**config.mk**
```make
export PLATFORM = sky130hd
export DESIGN_NAME = fetch_icache
export DESIGN_NICKNAME = d
export VERILOG_FILES = /design/src/rtl/fetch_icache.sv
export SDC_FILE = /design/constraint.sdc
export NUM_CORES = 1
export LEC_CHECK = 0
export CAP_MARGIN = 15
export CORE_MARGIN = 2
export CORE_UTILIZATION = 65
export CTS_CLUSTER_DIAMETER = 60
export DETAILED_ROUTE_END_ITERATION = 10
export MAX_ROUTING_LAYER = met4
export PLACE_DENSITY = 0.81
export SYNTH_ARGS = -nofsm -noshare
export SYNTH_HDL_FRONTEND = slang
export SYNTH_SLANG_ARGS = --single-unit
```
**constraint.sdc**
```tcl
create_clock -name clk -period 7.3 [get_ports clk]
set_clock_uncertainty 0.2 [all_clocks]
set_input_delay 1.095 -clock clk [delete_from_list [all_inputs] [get_ports clk]]
set_output_delay 1.095 -clock clk [all_outputs]
set_load 0.1 [all_outputs]
```
**src/rtl/fetch_icache.sv**
```systemverilog
// Instruction-fetch stage with a direct-mapped, one-word-per-line instruction cache and req/ack refill.
// Define ICACHE_STATS_EN to add saturating hit_count/miss_count outputs.
module fetch_icache #(
    parameter int INDEX_BITS = 4
) (
    input  logic        clk,
    input  logic        rst,
    input  logic        pc_src,
    input  logic [15:0] branch_target,
    output logic [15:0] address_out,
    output logic [15:0] instruction_out,
    output logic        hit_out,
    output logic        mem_req,
    output logic [15:0] mem_addr,
    input  logic        mem_ack,
    input  logic [15:0] mem_rdata
`ifdef ICACHE_STATS_EN
    ,
    output logic [15:0] hit_count,
    output logic [15:0] miss_count
`endif
);
    localparam int LINES    = 1 << INDEX_BITS;
    localparam int TAG_BITS = 15 - INDEX_BITS;

    typedef enum logic {LOOKUP, FILL} state_t;

    state_t                state_reg, state_next;
    logic [15:0]           pc_reg, pc_next;
    logic                  mem_req_reg, mem_req_next;
    logic [15:0]           mem_addr_reg, mem_addr_next;
    logic [LINES-1:0]      valid_reg;
    logic [TAG_BITS-1:0]   tag_mem [LINES];
    logic [15:0]           data_mem [LINES];

    logic [INDEX_BITS-1:0] idx;
    logic [TAG_BITS-1:0]   pc_tag;
    logic                  line_hit;
    logic                  fill_done;

    assign idx         = pc_reg[INDEX_BITS:1];
    assign pc_tag      = pc_reg[15:INDEX_BITS+1];
    assign line_hit    = valid_reg[idx] && (tag_mem[idx] == pc_tag);
    assign address_out = pc_reg + 16'd2;
    assign mem_req     = mem_req_reg;
    assign mem_addr    = mem_addr_reg;

    always_comb begin
        state_next      = state_reg;
        pc_next         = pc_reg;
        mem_req_next    = mem_req_reg;
        mem_addr_next   = mem_addr_reg;
        hit_out         = 1'b0;
        instruction_out = 16'h0000;
        fill_done       = 1'b0;
        case (state_reg)
            LOOKUP: begin
                if (line_hit) begin
                    hit_out         = 1'b1;
                    instruction_out = data_mem[idx];
                    pc_next         = pc_src ? (branch_target & 16'hFFFE) : (pc_reg + 16'd2);
                end else begin
                    state_next    = FILL;
                    mem_req_next  = 1'b1;
                    mem_addr_next = {pc_reg[15:1], 1'b0};
                end
            end
            FILL: begin
                // PC is frozen during the fill, so idx/pc_tag still name the line being refilled.
                if (mem_ack) begin
                    fill_done    = 1'b1;
                    mem_req_next = 1'b0;
                    state_next   = LOOKUP;
                end
            end
        endcase
    end

    always_ff @(posedge clk) begin
        if (rst) begin
            state_reg    <= LOOKUP;
            pc_reg       <= 16'h0000;
            mem_req_reg  <= 1'b0;
            mem_addr_reg <= 16'h0000;
        end else begin
            state_reg    <= state_next;
            pc_reg       <= pc_next;
            mem_req_reg  <= mem_req_next;
            mem_addr_reg <= mem_addr_next;
        end
    end

    genvar gi;
    generate
        for (gi = 0; gi < LINES; gi++) begin : g_valid
            always_ff @(posedge clk) begin
                if (rst) begin
                    valid_reg[gi] <= 1'b0;
                end else if (fill_done && (idx == INDEX_BITS'(gi))) begin
                    valid_reg[gi] <= 1'b1;
                end
            end
        end
    endgenerate

    // Tag/data arrays carry no reset; the valid bits alone decide whether a line is usable.
    always_ff @(posedge clk) begin
        if (fill_done && !rst) begin
            data_mem[idx] <= mem_rdata;
            tag_mem[idx]  <= pc_tag;
        end
    end

`ifdef ICACHE_STATS_EN
    logic [15:0] hit_count_reg;
    logic [15:0] miss_count_reg;

    always_ff @(posedge clk) begin
        if (rst) begin
            hit_count_reg  <= 16'h0000;
            miss_count_reg <= 16'h0000;
        end else begin
            if (hit_out && (hit_count_reg != 16'hFFFF)) begin
                hit_count_reg <= hit_count_reg + 16'd1;
            end
            if ((state_reg == LOOKUP) && !line_hit && (miss_count_reg != 16'hFFFF)) begin
                miss_count_reg <= miss_count_reg + 16'd1;
            end
        end
    end

    assign hit_count  = hit_count_reg;
    assign miss_count = miss_count_reg;
`endif

endmodule

```
### Word level (Yosys, flattened, before mapping)

Memory sizes are Yosys's and may differ from the RTL's. A register that Yosys moved wholly into a read port is not among the register bits.
Cells that the tools add are included.

| cells by class | value |
|---|---|
| add/sub/neg operators | 1 |
| bitwise gates (word level) | 2 |
| multipliers | 0 |
| shift-type cells | 0 |
| order comparisons | 1 |
| divide/modulo/power cells | 0 |
| reductions and logical operators | 23 |
| eq/ne operators | 18 |
| muxes and demuxes | 21 |

Operator list:

| kind | number |
|---|---|
| 16-bit 2-to-1 mux | 3 |
| 4-bit equality test, second input constant | 8 |
| 1-bit logical AND | 18 |
| 16-bit by 2-bit adder with 16-bit output, second input constant | 1 |
| 4-bit by 3-bit equality test with 1-bit output, second input constant | 4 |
| 4-bit 2-to-1 mux | 4 |
| 11-bit equality test | 1 |
| 1-bit 2-to-1 mux | 11 |
| 4-bit by 2-bit equality test with 1-bit output, second input constant | 2 |
| 2-bit AND reduction | 3 |
| 4-bit by 5-bit less-than comparator with 1-bit output, second input constant | 1 |
| 1-bit binary-select mux with 4-bit select | 1 |
| 4-bit by 1-bit equality test with 1-bit output, second input constant | 1 |
| 4-bit zero test | 1 |
| 2-bit != test, second input constant | 2 |
| 1-bit case mux with 2 select lines | 2 |
| 1-bit inverter | 2 |
| 1-bit zero test | 1 |

| storage, ports and cells | value |
|---|---|
| memories kept | 2 |
| word-level logic and storage cells | 88 |
| bits in registers | 49 |
| bits in writable memories | 432 |
| bits in latches | 0 |
| output and inout port bits | 50 |
| memory bits (read-only) | 0 |
| bits of input ports | 36 |

Memory list:

| memory | words | width | read ports | clocked after memory_dff | write ports | line | text |
|---|---|---|---|---|---|---|---|
| data_mem | 16 | 16 | 1 | 1 | 1 | 34 | `logic [15:0] data_mem [LINES];` |
| tag_mem | 16 | 11 | 1 | 1 | 1 | 33 | `logic [TAG_BITS-1:0] tag_mem [LINES];` |

### Logic depth before layout (Yosys ltp)

Gate-level depths: netlist of the first run.

| logic depth | value |
|---|---|
| depth in word-level cells | 6 |
| gate-level depth with buffers | 11 |

### Least setup slack after synthesis of the first run

OpenSTA, ideal clock, no wires.

| timing path | value |
|---|---|
| kind | register to output |
| start | register with a tool-made name |
| end | output instruction_out[10] |
| setup slack | 2.084 ns |
| arrival time | 3.921 ns |
| path buffers | 3 |
| stages on the path, launching flop included | 11 |
| path through | dfxtp_1 buf_2 buf_4 mux4_2 mux4_2 xnor2_1 nand2_1 nand4b_1 nor4_2 buf_2 and2_1 |

RTL lines:

| item | line | text |
|---|---|---|
| end, declared | 11 | `output logic [15:0] instruction_out,` |

==> impl_metrics.py, run 1 <==
metrics = {
    "outcome": {
        "status": "finished, final reports clean",
    },
    "route": {
        "wl_mm": 45.8,
        "vias": 10400,
        "ant_nets": 0,
        "drtIter0Drc": 1470,
        "drt-vias-per-instance": 6.88,
        "first_pass_iters": 5,
        "wl_per_cell_um": 30.3,
        "drcViolationCount": 0,
    },
    "logic_synthesis": {
        "synth_ff_type": "edfxtp_1",
        "ys_ff_latch": 484,
        "yosys_warnings": 0,
        "yosysUniqueCellTypes": 48,
        "syn_area_um2": 19400,
        "synth_top_cell_by_area": "edfxtp_1",
        "ys_seq_area_share_pct": 72.2,
        "async_flop_share_pct": 0,
        "syn_avg_cell_area_um2": 19.7,
        "synth_enable_flop_cells": 432,
        "synth_area_leaders": "edfxtp_1, mux4_2, dfxtp_1, mux2i_1, clkbuf_1",
        "synth_top_area_share_pct": 66.8,
        "synthCells": 988,
    },
    "sta": {
        "post-route-period-util_pct": 89.6,
        "drv_slew": 0,
        "setup_ws_ns": 0.757,
        "fmax_mhz": 153,
        "setup_viol": 0,
        "worstMarginPinSlew_ns": 1.17,
        "relSlewSlack_pct": 21.7,
        "rsz0062_at_grt": "no",
        "final_hold_viol_count": 0,
        "finalCriticalPeriod_ns": 6.54,
        "tns_ns": 0,
    },
    "grt": {
        "grt_pass1_wl_mm": 67.6,
        "grt_pass1_vias": 10700,
        "antenna_found_initial": 1,
        "grt_usage_pct": 31.0,
        "overflow": 0,
        "grt_max_degree": 74,
    },
    "die": {
        "ios": 86,
        "rows": 63,
        "initial_core_util_pct": 65.7,
        "die_w_um": 177,
        "core_area_um2": 29600,
        "die_y_um": 177,
        "die_area_um2": 31300,
    },
    "placement": {
        "hpwl_mm": 21.6,
        "gp_congestion": 0.819,
        "io_buffers": 82,
        "pre_cts_ws_ns": 1.33,
    },
    "final_layout": {
        "largest_reg_flops": 256,
        "syn_to_final_growth_pct": 14.8,
        "final_common_cell": "edfxtp_1",
        "nFillCells": 1579,
        "final_nets": 1123,
        "layout_common_cells": "edfxtp_1, mux4_2, clkdlybuf4s50_1",
        "drive_above_1_share_pct": 24.5,
    },
    "critical_path": {
        "cpPeakStageDelay_ns": 1.23,
        "crit_chain": "mux4_1, mux4_2, xnor2_1, nand2_1, nand4b_1, nor4_4, clkdlybuf4s50_1",
        "path_buf_inv": 1,
        "cp_data_arrival_time_ns": 5.25,
        "crit_path_end_kind": "output port",
        "critical_path_required_ns": 6.00,
        "crit_type": "register to output port",
        "cp_max_fo": 51,
        "cp-start-kind": "register",
        "cpLargestDelayFamily": "buffers and inverters",
        "slowest_stage": "clkdlybuf4s50_1",
    },
    "flow_run": {
        "drv_cap": 0,
    },
    "cts": {
        "cts_sinks": 484,
        "htreeDepth": 2,
        "cts-resized-gates": 0,
        "cts_hold_buf": 0,
        "postCtsSetupBuffers": 0,
        "cts_buffers": 47,
        "clockRootBuffer": "clkbuf_16",
        "tritoncts": "done",
        "clk_path_buf_depth": 3,
        "clk_latency_ns": 0.56,
        "cts.clk_slew.worst_paths_ns": 0.06,
    },
    "pwr": {
        "p_sw_share_pct": 19.6,
        "p_clk_share_pct": 43.6,
        "p_leak_nw": 6.93,
        "p_switching_mw": 1.08,
        "vdd_drop_max_v": 0.000287,
        "p_seq_share_pct": 54.7,
        "powerDensity_nw_per_um2": 246,
        "p_int_mw": 4.41,
        "pwr-share-comb_pct": 1.7,
    },
    "worst_hold_path": {
        "hp-class": "register to register",
    },
}
power by group through the flow:
stage	clock network [mW]	registers [mW]	logic, mW
2_1_floorplan	0	3.07	0.0385
3_3_place_gp	0	3.06	0.0866
3_5_place_dp	0	3.06	0.0890
4_1_cts	2.41	3.00	0.0903
5_1_grt	2.51	3.00	0.0983
6_report	2.39	3.00	0.0926
cell families after synthesis:
logic type | after synthesis | synth area share, %
flops | 484 | 72.2
buf+inv | 72 | 1.65
simple gates | 142 | 3.87
fa+ha+maj | 4 | 0.258
mux | 172 | 17.5
compound gates | 90 | 3.42
other cells | 1 | 0.0193
xor+xnor | 23 | 1.08
metrics by stage:
| step | hold slack, ns | cells | utilization, % | area, µm² | power (mW) |
|---|---|---|---|---|---|
| after floorplan | 0.221 | 989 | - | 19400 | 3.10 |
| after global placement | 0.228 | 1423 | 70.2 | 20700 | 3.15 |
| after detailed placement | 0.233 | 1423 | 70.2 | 20700 | 3.15 |
| after CTS | 0.253 | 1507 | 75.3 | 22300 | 5.50 |
| after global routing | 0.263 | 1509 | 75.4 | 22300 | 5.61 |
| final | 0.254 | 1509 | 75.4 | 22300 | 5.49 |
final timing paths:
path	end	cells after the start	startpoint	slack, ns
max reg2reg	pc_reg[3]	7	register	3.03
min reg2reg	valid_reg[10]	1	valid_reg[10]	0.25
max	hit_out	7	register	0.76
min	valid_reg[10]	1	valid_reg[10]	0.25
layer usage:
metal | up-vias | track usage, % | part of all wire, %
met4 | 0 | 9.19 | 2.8
met3 | 118 | 5.63 | 9.1
met2 | 649 | 50.0 | 51
li1 | 4268 | - | -
met1 | 5341 | 41.3 | 37
met5 | - | - | 0
synth_stat cells (7+ instances only):
cell type    n
a32oi_1     15
and2_1      17
o21ai_0     21
o32ai_1      7
mux2i_1     31
o311ai_1    15
nor2_1      21
and3_1      21
nor2b_1      7
xnor2_1     17
nand2b_1     7
nor3_1      10
edfxtp_1   432
mux4_2     125
buf_1       10
a21o_1      16
nand2_1     33
buf_2       10
dfxtp_1     52
clkbuf_1    41
nand3_1      7
cell type report:
cell class	instances	area (µm²)	area share, %
diodes	1	2.50	0.0112
inverters	4	15.0	0.0674
clock inverters	30	289	1.30
multi-input cells	433	5200	23.3
repair buffers	113	1040	4.66
well taps	390	488	2.19
clock buffers	54	1220	5.49
flip-flops and latches	484	14000	62.9
worst reg2reg max path: stages (launching register included):
cell and delay, ns:
dfxtp_4 0.94, mux4_1 0.74, mux4_2 0.53, xnor2_2 0.24, o2111ai_2 0.18, buf_4 0.23
or4_4 0.70, o32ai_1 0.41
No activity file was read; power rests on OpenSTA's default activity.
==> run 2: changes to the inputs <==
--- a/config.mk
+++ b/config.mk
@@ -5,7 +5,6 @@
 export SDC_FILE = /design/constraint.sdc
 export NUM_CORES = 1
 export LEC_CHECK = 0
-export CAP_MARGIN = 15
 export CORE_MARGIN = 2
 export CORE_UTILIZATION = 65
 export CTS_CLUSTER_DIAMETER = 60
==> run 2 against run 1 <==
  * Sequential cell count did not move
  * Critical path depth is the same
  * Clock power about the same
  * Clock-buffer cell count unchanged
  * Wire length hardly changed
  * Critical path type unchanged
==> impl_metrics.py, run 2 (synthesized netlist as in run 1, its figures left out) <==
metrics = {
    "final_layout": {
        "final_nets": 1122,
        "largest_reg_flops": 256,
        "syn_to_final_growth_pct": 14.7,
        "layout_common_cells": "edfxtp_1, mux4_2, clkdlybuf4s50_1",
        "nFillCells": 1581,
        "regArea_um2": 14000,
        "final_common_cell": "edfxtp_1",
        "multi_input_comb_area_um2": 5200,
        "drive_above_1_share_pct": 24.4,
    },
    "outcome": {
        "status": "finished, final reports clean",
    },
    "cts": {
        "htreeDepth": 2,
        "cts_buffers": 47,
        "clk_latency_ns": 0.56,
        "cts_hold_buf": 0,
        "tritoncts": "done",
        "cts_sinks": 484,
        "clockRootBuffer": "clkbuf_16",
        "cts-resized-gates": 0,
        "clk_path_buf_depth": 3,
        "cts.clk_slew.worst_paths_ns": 0.06,
        "postCtsSetupBuffers": 0,
    },
    "worst_hold_path": {
        "hp-class": "register to register",
    },
    "route": {
        "drtIter0Drc": 1524,
        "wl_per_cell_um": 30.4,
        "first_pass_iters": 6,
        "wl_mm": 45.8,
        "ant_nets": 0,
        "drt-vias-per-instance": 6.86,
        "drcViolationCount": 0,
        "vias": 10400,
    },
    "sta": {
        "fmax_mhz": 153,
        "worstMarginPinSlew_ns": 1.23,
        "rsz0062_at_grt": "no",
        "tns_ns": 0,
        "drv_slew": 0,
        "final_hold_viol_count": 0,
        "finalCriticalPeriod_ns": 6.53,
        "relSlewSlack_pct": 17.5,
        "post-route-period-util_pct": 89.4,
        "setup_ws_ns": 0.774,
        "setup_viol": 0,
    },
    "grt": {
        "grt_pass1_vias": 10700,
        "antenna_found_initial": 1,
        "overflow": 0,
        "grt_pass1_wl_mm": 67.6,
        "grt_max_degree": 74,
        "grt_usage_pct": 31.0,
    },
    "critical_path": {
        "crit_type": "register to output port",
        "cpPeakStageDelay_ns": 1.23,
        "cp_max_fo": 51,
        "crit_chain": "mux4_1, mux4_2, xnor2_1, nand2_1, nand4b_1, nor4_4, clkdlybuf4s50_1",
        "critical_path_required_ns": 6.00,
        "slowest_stage": "clkdlybuf4s50_1",
        "cp-start-kind": "register",
        "cp_data_arrival_time_ns": 5.23,
        "crit_path_end_kind": "output port",
    },
    "die": {
        "die_y_um": 177,
        "rows": 63,
        "core_area_um2": 29600,
        "initial_core_util_pct": 65.7,
        "ios": 86,
        "die_w_um": 177,
        "die_area_um2": 31300,
    },
    "placement": {
        "hpwl_mm": 21.6,
        "gp_congestion": 0.819,
        "io_buffers": 82,
        "pre_cts_ws_ns": 1.33,
    },
    "flow_run": {
        "drv_cap": 0,
    },
    "pwr": {
        "p_leak_nw": 6.92,
        "vdd_drop_max_v": 0.000288,
        "powerDensity_nw_per_um2": 246,
    },
}
-- run 2: layer usage --
layer / vias to the layer above / routed length (µm) / GRT usage [%]
li1: 4258 / - / -
met1: 5343 / 16900 / 41.3
met2: 658 / 23600 / 50.0
met3: 93 / 4230 / 5.63
met4: 0 / 1070 / 9.19
met5: - / 0 / -
-- run 2: through the flow --
| step | power [mW] | utilization [%] | hold slack [ns] | std cells | cell area (µm²) |
|---|---|---|---|---|---|
| floorplan | 3.10 | - | 0.221 | 989 | 19400 |
| global placement | 3.15 | 70.2 | 0.228 | 1423 | 20700 |
| detailed placement | 3.15 | 70.2 | 0.233 | 1423 | 20700 |
| CTS | 5.50 | 75.3 | 0.253 | 1507 | 22300 |
| global route | 5.61 | 75.3 | 0.263 | 1508 | 22300 |
| finish | 5.49 | 75.3 | 0.253 | 1508 | 22300 |
-- run 2: path summary, 6_finish.rpt --
kind	start	to	slack, ns	depth (start not counted)
worst max-delay path	register	hit_out	0.77	7
worst min-delay path	valid_reg[10]	valid_reg[10]	0.25	1
worst max register to register	register	register	3.05	7
worst min register to register	valid_reg[10]	valid_reg[10]	0.25	1
-- run 2: worst max-delay path, delay by kind of cell, from the launching register on --
kind / cells / cell delay [ns]
buffers and inverters: 1 / 1.23
multiplexers: 2 / 1.18
XOR/XNOR: 1 / 0.23
flip-flops: 1 / 0.95
AND/OR/NAND/NOR: 3 / 1.05
-- run 2: where the power goes --
group,internal (mW),switching (mW)
logic,0.0321,0.0606
registers,3.00,0.00238
clock network,1.38,1.01
total,4.41,1.08
-- run 2: area by class of cell --
class	count	share of cell area, %
timing repair buffer	112	4.57
antenna	1	0.0112
sequential	484	63.0
clock inverter	30	1.30
tap	390	2.19
inverter	4	0.0674
multi-input combinational	433	23.4
clock buffer	54	5.50
